$ cat src/rtl/lpc_host_arbiter.sv
// Round-robin arbiter/sequencer sharing one lpc_host control port between NUM_REQ requesters.
// Drives the LFRAME/status handshake, returns read data or timeout errors, recovers the host with a reset pulse.
module lpc_host_arbiter #(
  parameter int NUM_REQ        = 2,
  parameter int TIMEOUT_CYCLES = 64,
  parameter int RESET_CYCLES   = 4
) (
  input  logic                  clk_i,
  input  logic                  nrst_i,
  input  logic [NUM_REQ-1:0]    req_valid_i,
  input  logic [NUM_REQ-1:0]    req_write_i,
  input  logic [NUM_REQ-1:0]    req_mem_i,
  input  logic [16*NUM_REQ-1:0] req_addr_i,
  input  logic [8*NUM_REQ-1:0]  req_wdata_i,
  output logic [NUM_REQ-1:0]    req_grant_o,
  output logic [NUM_REQ-1:0]    rsp_valid_o,
  output logic                  rsp_error_o,
  output logic [7:0]            rsp_rdata_o,
  output logic                  busy_o,
  output logic                  host_nrst_o,
  output logic                  host_lframe_o,
  output logic                  host_rd_status_o,
  output logic                  host_wr_status_o,
  output logic                  host_memory_cycle_o,
  output logic [15:0]           host_addr_o,
  output logic [7:0]            host_data_o,
  input  logic [7:0]            host_data_i,
  input  logic                  host_ready_i
);

  // state   | meaning
  // INIT    | host held in reset after power-up
  // IDLE    | waiting for any requester
  // LFRAME  | one-cycle LFRAME low, grant pulse to owner
  // WAIT    | status asserted, waiting for ready edge or timeout
  // HRESET  | host reset pulse after timeout
  // RECOVER | two quiet cycles so the host settles back to idle
  typedef enum logic [2:0] {
    S_INIT, S_IDLE, S_LFRAME, S_WAIT, S_HRESET, S_RECOVER
  } state_t;

  localparam int PW = (NUM_REQ > 1) ? $clog2(NUM_REQ) : 1;

  state_t          state;
  logic [7:0]      tmr;
  logic [PW-1:0]   ptr;
  logic [PW-1:0]   owner;
  logic            wr_q;
  logic            ready_q;
  logic            done;
  logic            sel_found;
  logic [PW-1:0]   sel_idx;
  logic [PW-1:0]   cand;

  // Lowest offset after the pointer wins, so scan offsets from the far end down.
  always_comb begin
    sel_found = 1'b0;
    sel_idx   = ptr;
    cand      = ptr;
    for (int i = NUM_REQ; i >= 1; i--) begin
      cand = PW'((int'(ptr) + i) % NUM_REQ);
      if (req_valid_i[cand]) begin
        sel_found = 1'b1;
        sel_idx   = cand;
      end
    end
  end

  // Only a fresh rising ready counts; a level left high from earlier is ignored.
  assign done = host_ready_i & ~ready_q;

  always_ff @(posedge clk_i or negedge nrst_i) begin
    if (!nrst_i) begin
      state               <= S_INIT;
      tmr                 <= 8'(RESET_CYCLES - 1);
      ptr                 <= PW'(NUM_REQ - 1);
      owner               <= '0;
      wr_q                <= 1'b0;
      ready_q             <= 1'b0;
      req_grant_o         <= '0;
      rsp_valid_o         <= '0;
      rsp_error_o         <= 1'b0;
      rsp_rdata_o         <= 8'h00;
      busy_o              <= 1'b1;
      host_nrst_o         <= 1'b0;
      host_lframe_o       <= 1'b1;
      host_rd_status_o    <= 1'b0;
      host_wr_status_o    <= 1'b0;
      host_memory_cycle_o <= 1'b0;
      host_addr_o         <= 16'h0000;
      host_data_o         <= 8'h00;
    end else begin
      ready_q     <= host_ready_i;
      req_grant_o <= '0;
      rsp_valid_o <= '0;
      case (state)
        S_INIT: begin
          if (tmr == 8'd0) begin
            host_nrst_o <= 1'b1;
            tmr         <= 8'd1;
            state       <= S_RECOVER;
          end else begin
            tmr <= tmr - 8'd1;
          end
        end
        S_IDLE: begin
          if (sel_found) begin
            ptr                  <= sel_idx;
            owner                <= sel_idx;
            wr_q                 <= req_write_i[sel_idx];
            host_memory_cycle_o  <= req_mem_i[sel_idx];
            host_addr_o          <= req_addr_i[16*sel_idx +: 16];
            host_data_o          <= req_wdata_i[8*sel_idx +: 8];
            host_lframe_o        <= 1'b0;
            req_grant_o[sel_idx] <= 1'b1;
            tmr                  <= 8'(TIMEOUT_CYCLES);
            busy_o               <= 1'b1;
            state                <= S_LFRAME;
          end
        end
        S_LFRAME: begin
          host_lframe_o    <= 1'b1;
          host_rd_status_o <= ~wr_q;
          host_wr_status_o <= wr_q;
          tmr              <= tmr - 8'd1;
          state            <= S_WAIT;
        end
        S_WAIT: begin
          if (done) begin
            rsp_rdata_o        <= wr_q ? 8'h00 : host_data_i;
            rsp_error_o        <= 1'b0;
            rsp_valid_o[owner] <= 1'b1;
            host_rd_status_o   <= 1'b0;
            host_wr_status_o   <= 1'b0;
            tmr                <= 8'd1;
            state              <= S_RECOVER;
          end else if (tmr == 8'd0) begin
            rsp_rdata_o      <= 8'h00;
            rsp_error_o      <= 1'b1;
            host_rd_status_o <= 1'b0;
            host_wr_status_o <= 1'b0;
            host_nrst_o      <= 1'b0;
            tmr              <= 8'(RESET_CYCLES - 1);
            state            <= S_HRESET;
          end else begin
            tmr <= tmr - 8'd1;
          end
        end
        S_HRESET: begin
          if (tmr == 8'd0) begin
            host_nrst_o        <= 1'b1;
            rsp_valid_o[owner] <= 1'b1;
            tmr                <= 8'd1;
            state              <= S_RECOVER;
          end else begin
            tmr <= tmr - 8'd1;
          end
        end
        S_RECOVER: begin
          if (tmr == 8'd0) begin
            busy_o <= 1'b0;
            state  <= S_IDLE;
          end else begin
            tmr <= tmr - 8'd1;
          end
        end
        default: begin
          host_nrst_o <= 1'b0;
          tmr         <= 8'(RESET_CYCLES - 1);
          busy_o      <= 1'b1;
          state       <= S_INIT;
        end
      endcase
    end
  end

endmodule

$ cat config.mk
export PLATFORM = sky130hd
export DESIGN_NAME = lpc_host_arbiter
export DESIGN_NICKNAME = d
export VERILOG_FILES = /design/src/rtl/lpc_host_arbiter.sv
export SDC_FILE = /design/constraint.sdc
export NUM_CORES = 1
export LEC_CHECK = 0
export ABC_CLOCK_PERIOD_IN_PS = 1850
export BUFFER_PORTS_ARGS = -buffer_cell sky130_fd_sc_hd__buf_2
export CAP_MARGIN = 20
export CORE_MARGIN = 2
export CORE_UTILIZATION = 35
export CTS_CLUSTER_DIAMETER = 60
export DETAILED_ROUTE_END_ITERATION = 10
export PLACE_DENSITY = 0.71
export SLEW_MARGIN = 15
export SYNTH_ARGS = -nofsm -noshare
export SYNTH_HDL_FRONTEND = slang
export SYNTH_SLANG_ARGS = --single-unit
export TNS_END_PERCENT = 20
$ cat constraint.sdc
create_clock -name clk_i -period 1.85 [get_ports clk_i]
set_input_delay 0.2775 -clock clk_i [delete_from_list [all_inputs] [get_ports clk_i]]
set_output_delay 0.2775 -clock clk_i [all_outputs]
set_load 0.01 [all_outputs]
# After elaboration in Yosys (flattened, before gate mapping)
# Cells that the tools add are included.
# word_totals
reg_bits	58
in_bits	65
output_inout_bits	43
# classes
n_addsub	3
n_lt_le_gt_ge	6
eq_ne	12
shift	2
muxes	48
bitwise	5
reduce_logical	18
# ops
operator	n
$mux 8	8
$pmux 8 s5	1
$shiftx 32x6->16	1
$mux 1	21
$shiftx 16x5->8	1
$mux 3	5
$pmux 3 s5	1
$ne 2x2->1 const B	5
$reduce_and 2->1	5
$logic_not 8->1	1
$lt 1x2->1 const B	4
$mux 2	4
$reduce_and 4->1	2
$sub 8x1->8 const B	1
$eq 3x2->1 const B	2
$eq 3x3->1 const B	2
$pmux 1 s2	3
$pmux 1 s3	2
$reduce_bool 2->1	3
$not 1->1	4
$pmux 2 s2	1
$reduce_or 4->1	1
$eq 3x1->1 const B	1
$logic_not 3->1	1
other kinds (10)	14

# Depth between registers and ports, before layout
# logic_depth
ltp_word	11
mapped_depth	8
ltp_nobuf	7

# Least setup slack after synthesis
# No wires, ideal clock.
# synth_timing
path_kind	reg2reg
from	register tmr[0]
to	register tmr[7]
setup_time_ps	124
arrival_ps	1869
t_required_ps	1726
slack_ps	-143
path_stages_with_launch	8
n_path_buf	0
synth_period_minus_slack_ps	1993
path_cell_list	dfstp_2 -> inv_1 -> ha_1 -> nor3b_2 -> nand2_2 -> a2111oi_4 -> nor4_1 -> a211o_1
# synth_between
elab_chain_len	4
# synth_lines
item	line	text
start, declared	45	logic [7:0] tmr;
start signal, assigned	75	tmr <= 8'(RESET_CYCLES - 1);
start signal, assigned	103	tmr <= tmr - 8'd1;
start signal, assigned	116	tmr <= 8'(TIMEOUT_CYCLES);
$sub 8x1->8 / $logic_not 8->1 (equally long branches)	--	
$mux 8	137	end else if (tmr == 8'd0) begin
$mux 8	129	if (done) begin
$pmux 8 s5	96	case (state)
# Several ways; a longest one is shown, not always the timed one. The select of a mux whose other input is x is not followed.
# A chain may end at the register's enable or synchronous reset.

# Final worst setup path
# layout_timing
from	register tmr[0]
to	register tmr[4]
# Same word-level chain as after synthesis.

==> impl_metrics.tcl <==
set metrics [dict create \
    fin_setup_tns_ps -37.17 \
    grt_pass1_wl_um 11600 \
    grt_usage 0.1719 \
    final_util 0.5142 \
    crit_buf_inv 2 \
    die_y_um 92.75 \
    diodes 0 \
    clk_pin_slew_ps 70 \
    min-delay-start "host_ready_i" \
    finalCriticalPeriod_ps 1879 \
    initial_core_util 0.3586 \
    r2r_cells 8 \
    clockPowerShare 0.172 \
    area_delta_synth_final_pct 43.40 \
    synth_top_area_frac 0.4812 \
    final_nets 480 \
    max_stage_delay_ps 540 \
    finalWorstSetupSlack_ps -28.93 \
    r2r_slack_ps -30 \
    placed_area_um2 3649 \
    num-fill-cells 720 \
    crit_slowest_cell "dfstp_2" \
    drive_gt1_frac 0.4463 \
    yosysWarnings 0 \
    hold_path_end "ready_q$_DFF_PN0_" \
    hold_violations 0 \
    dieArea_um2 8602 \
    period_share 1.016 \
    viasPerCell 4.910 \
    port_buffers 107 \
    grt_pass1_vias 2512 \
    p_per_area_nw_per_um2 1716 \
    core_um2 7687 \
    final_common_cell "buf_2" \
    routabilityCongestion 0.8248 \
    synthArstFlopShare 1.000 \
    cts_root_buf "clkbuf_8" \
    share_comb_of_total_power 0.509 \
    std_cell_rows 32 \
    fin_area_um2 3953 \
    tightest_slew_ps 1082 \
    ys_seq_area_frac 0.5288 \
    grt.overflow.total 0 \
    critical_path_class "reg -> reg" \
    violations "negative setup slack" \
    outcome "finished with violations" \
    r2r_end "tmr[4]$_DFFE_PN0P_" \
    clockBufferDepth 2 \
    switchingPower_mw 2.630 \
    crit_family "flip-flops" \
    synth-main-ff-cell "dfrtp_1" \
    fin_hold_ws_ps 81.80 \
    synth_edf_count 0 \
    drtPass1Iterations 4 \
    synth.distinct_cells 41 \
    cp.required_ps 2120 \
    routed_wl_um 7132 \
    skew_ps 7.094 \
    sequentialPowerShare 0.319 \
    io_pins 108 \
    timing.fmax_ghz 0.5322 \
    vias 2558 \
    hpwlAfterDp_um 5218 \
    htree_levels 3 \
    netlist_area_um2 2756 \
    p_leak_nw 1.950 \
    hold_path.class "in -> reg" \
    antenna_found_initial 0 \
    cts_made_buffers 9 \
    cts_tree "done" \
    crit_chain "inv_2 -> ha_4 -> nor3b_4 -> a211oi_2 -> a2111oi_4 -> clkbuf_4 -> nor4_2 -> a21o_2" \
    yosys.area.top_type "dfrtp_1" \
    cap_viol_max_count 0 \
    ys_ff_latch 58 \
    p_int_mw 4.153 \
    crit_path_start_kind "flip-flop" \
    wl_per_cell_um 13.69 \
    layout_common_cells "buf_2, dfrtp_1, nor2_1" \
    synthTopCellsByArea "dfrtp_1, mux2i_1, a21oi_1, nor2_1, dfstp_2" \
    regToRegStartpoint "tmr[0]$_DFFE_PN1P_" \
    synth_fp_nets 338 \
    cp-end-kind "flip-flop" \
    critPathMaxFanout 5 \
    grt_max_degree 54 \
    finalSetupViolCount 2 \
    clock_sinks 58 \
    drtAntennaViolNets 0 \
    whs_path_depth 1 \
    ir_worst_vdd_v 0.0007649 \
    crit_arrival_ps 2150 \
    syn_avg_cell_area_um2 10.13 \
    relSlewSlack 0.2760 \
    rsz0062_at_grt "yes" \
    die_w_um 92.75 \
    maxSlewViolCount 0 \
    sw_frac_of_total 0.3877 \
    synthCells 272 \
    clk-insertion-delay-late_ps 330 \
    drt_iter0_drc 104 \
    drcViolationCount 0 \
]
[Yosys cell counts (3+ instances only)]
cell type	n
nor2b_1	5
o21ai_0	16
buf_2	8
dfstp_2	5
nand2_1	15
nor4_1	3
mux2i_1	26
clkbuf_1	3
a21o_1	4
dfrtp_1	53
a22o_1	8
nor2_1	40
inv_1	5
a31oi_1	4
a21oi_1	36
nor3_1	6
[through the flow]
stage               std cells  power (mW)  worst slack, ps
floorplan                 272       4.105           -77.71
global placement          498       5.266           -38.81
detailed placement        498       5.386           -97.63
CTS                       518       6.723            3.881
global route              521       7.284           -78.26
finish                    521       6.784           -28.93
[sequential cells by signal, indices dropped and copies added, names as in the netlist, 2 cells and up]
signal,count
rsp_valid_o,2
host_data_o,8
host_addr_o,16
req_grant_o,2
tmr,8
state,3
rsp_rdata_o,8
[cell families after synthesis]
logic type	Yosys count	synth area share
compound gates	83	0.1902
fa+ha+maj	1	0.004539
buf+inv	18	0.02815
flops	58	0.5288
mux	26	0.09442
simple gates	86	0.1539
[worst max path at each step]
| stage | from | endpoint | slack (ps) | cells past startpoint |
|---|---|---|---|---|
| 2_1_floorplan | tmr[0]$_DFFE_PN1P_ | tmr[4]$_DFFE_PN0P_ | -80 | 7 |
| 3_3_place_gp | tmr[0]$_DFFE_PN1P_ | tmr[2]$_DFFE_PN0P_ | -40 | 8 |
| 3_5_place_dp | tmr[0]$_DFFE_PN1P_ | tmr[2]$_DFFE_PN0P_ | -100 | 8 |
| 4_1_cts | tmr[0]$_DFFE_PN1P_ | tmr[2]$_DFFE_PN0P_ | 4 | 8 |
| 5_1_grt | tmr[0]$_DFFE_PN1P_ | tmr[4]$_DFFE_PN0P_ | -80 | 8 |
| 6_report | tmr[0]$_DFFE_PN1P_ | tmr[4]$_DFFE_PN0P_ | -30 | 8 |
[worst reg2reg max path, delay by kind of cell, from the launching register on]
family          cells  cell delay (ps)
compound gates      3              440
fa+ha+maj           1              150
buf+inv             2              240
flops               1              540
simple gates        2              440
[cell type report]
type	instances	area [µm²]	area share
clock inverters	5	53.80	0.01361
multi-input cells	196	1311	0.3318
clock buffers	11	141.4	0.03577
flip-flops and latches	58	1459	0.3691
well taps	102	127.6	0.03229
repair buffers	144	840.8	0.2127
inverters	5	18.77	0.004748
[per-layer routing]
layer  track usage  wire, µm  part of all wire
met1        0.2137      3137              0.44
met2        0.2853      3463              0.49
met3       0.04963       425             0.060
met4       0.06250       106             0.015
met5             0         0                 0
[power by group through the flow]
stage                     Sequential, mW  Clock (mW)  Combinational [mW]
final                               2.16        1.16                3.45
after global routing                2.24        1.25                3.80
after global placement              2.15           0                3.12
after CTS                           2.17        1.20                3.35
after floorplan                     2.34           0                1.76
after detailed placement            2.16           0                3.23
[timing repair]
item,in CTS,in global routing
endpoints found under the setup margin,14,12
hold endpoints to repair,18,0
cloned,1,0
hold buffers,1,0
setup buffers,2,3
resized for setup,8,5
pin swaps,2,5
Note: power is estimated with default switching activity, not from simulation.
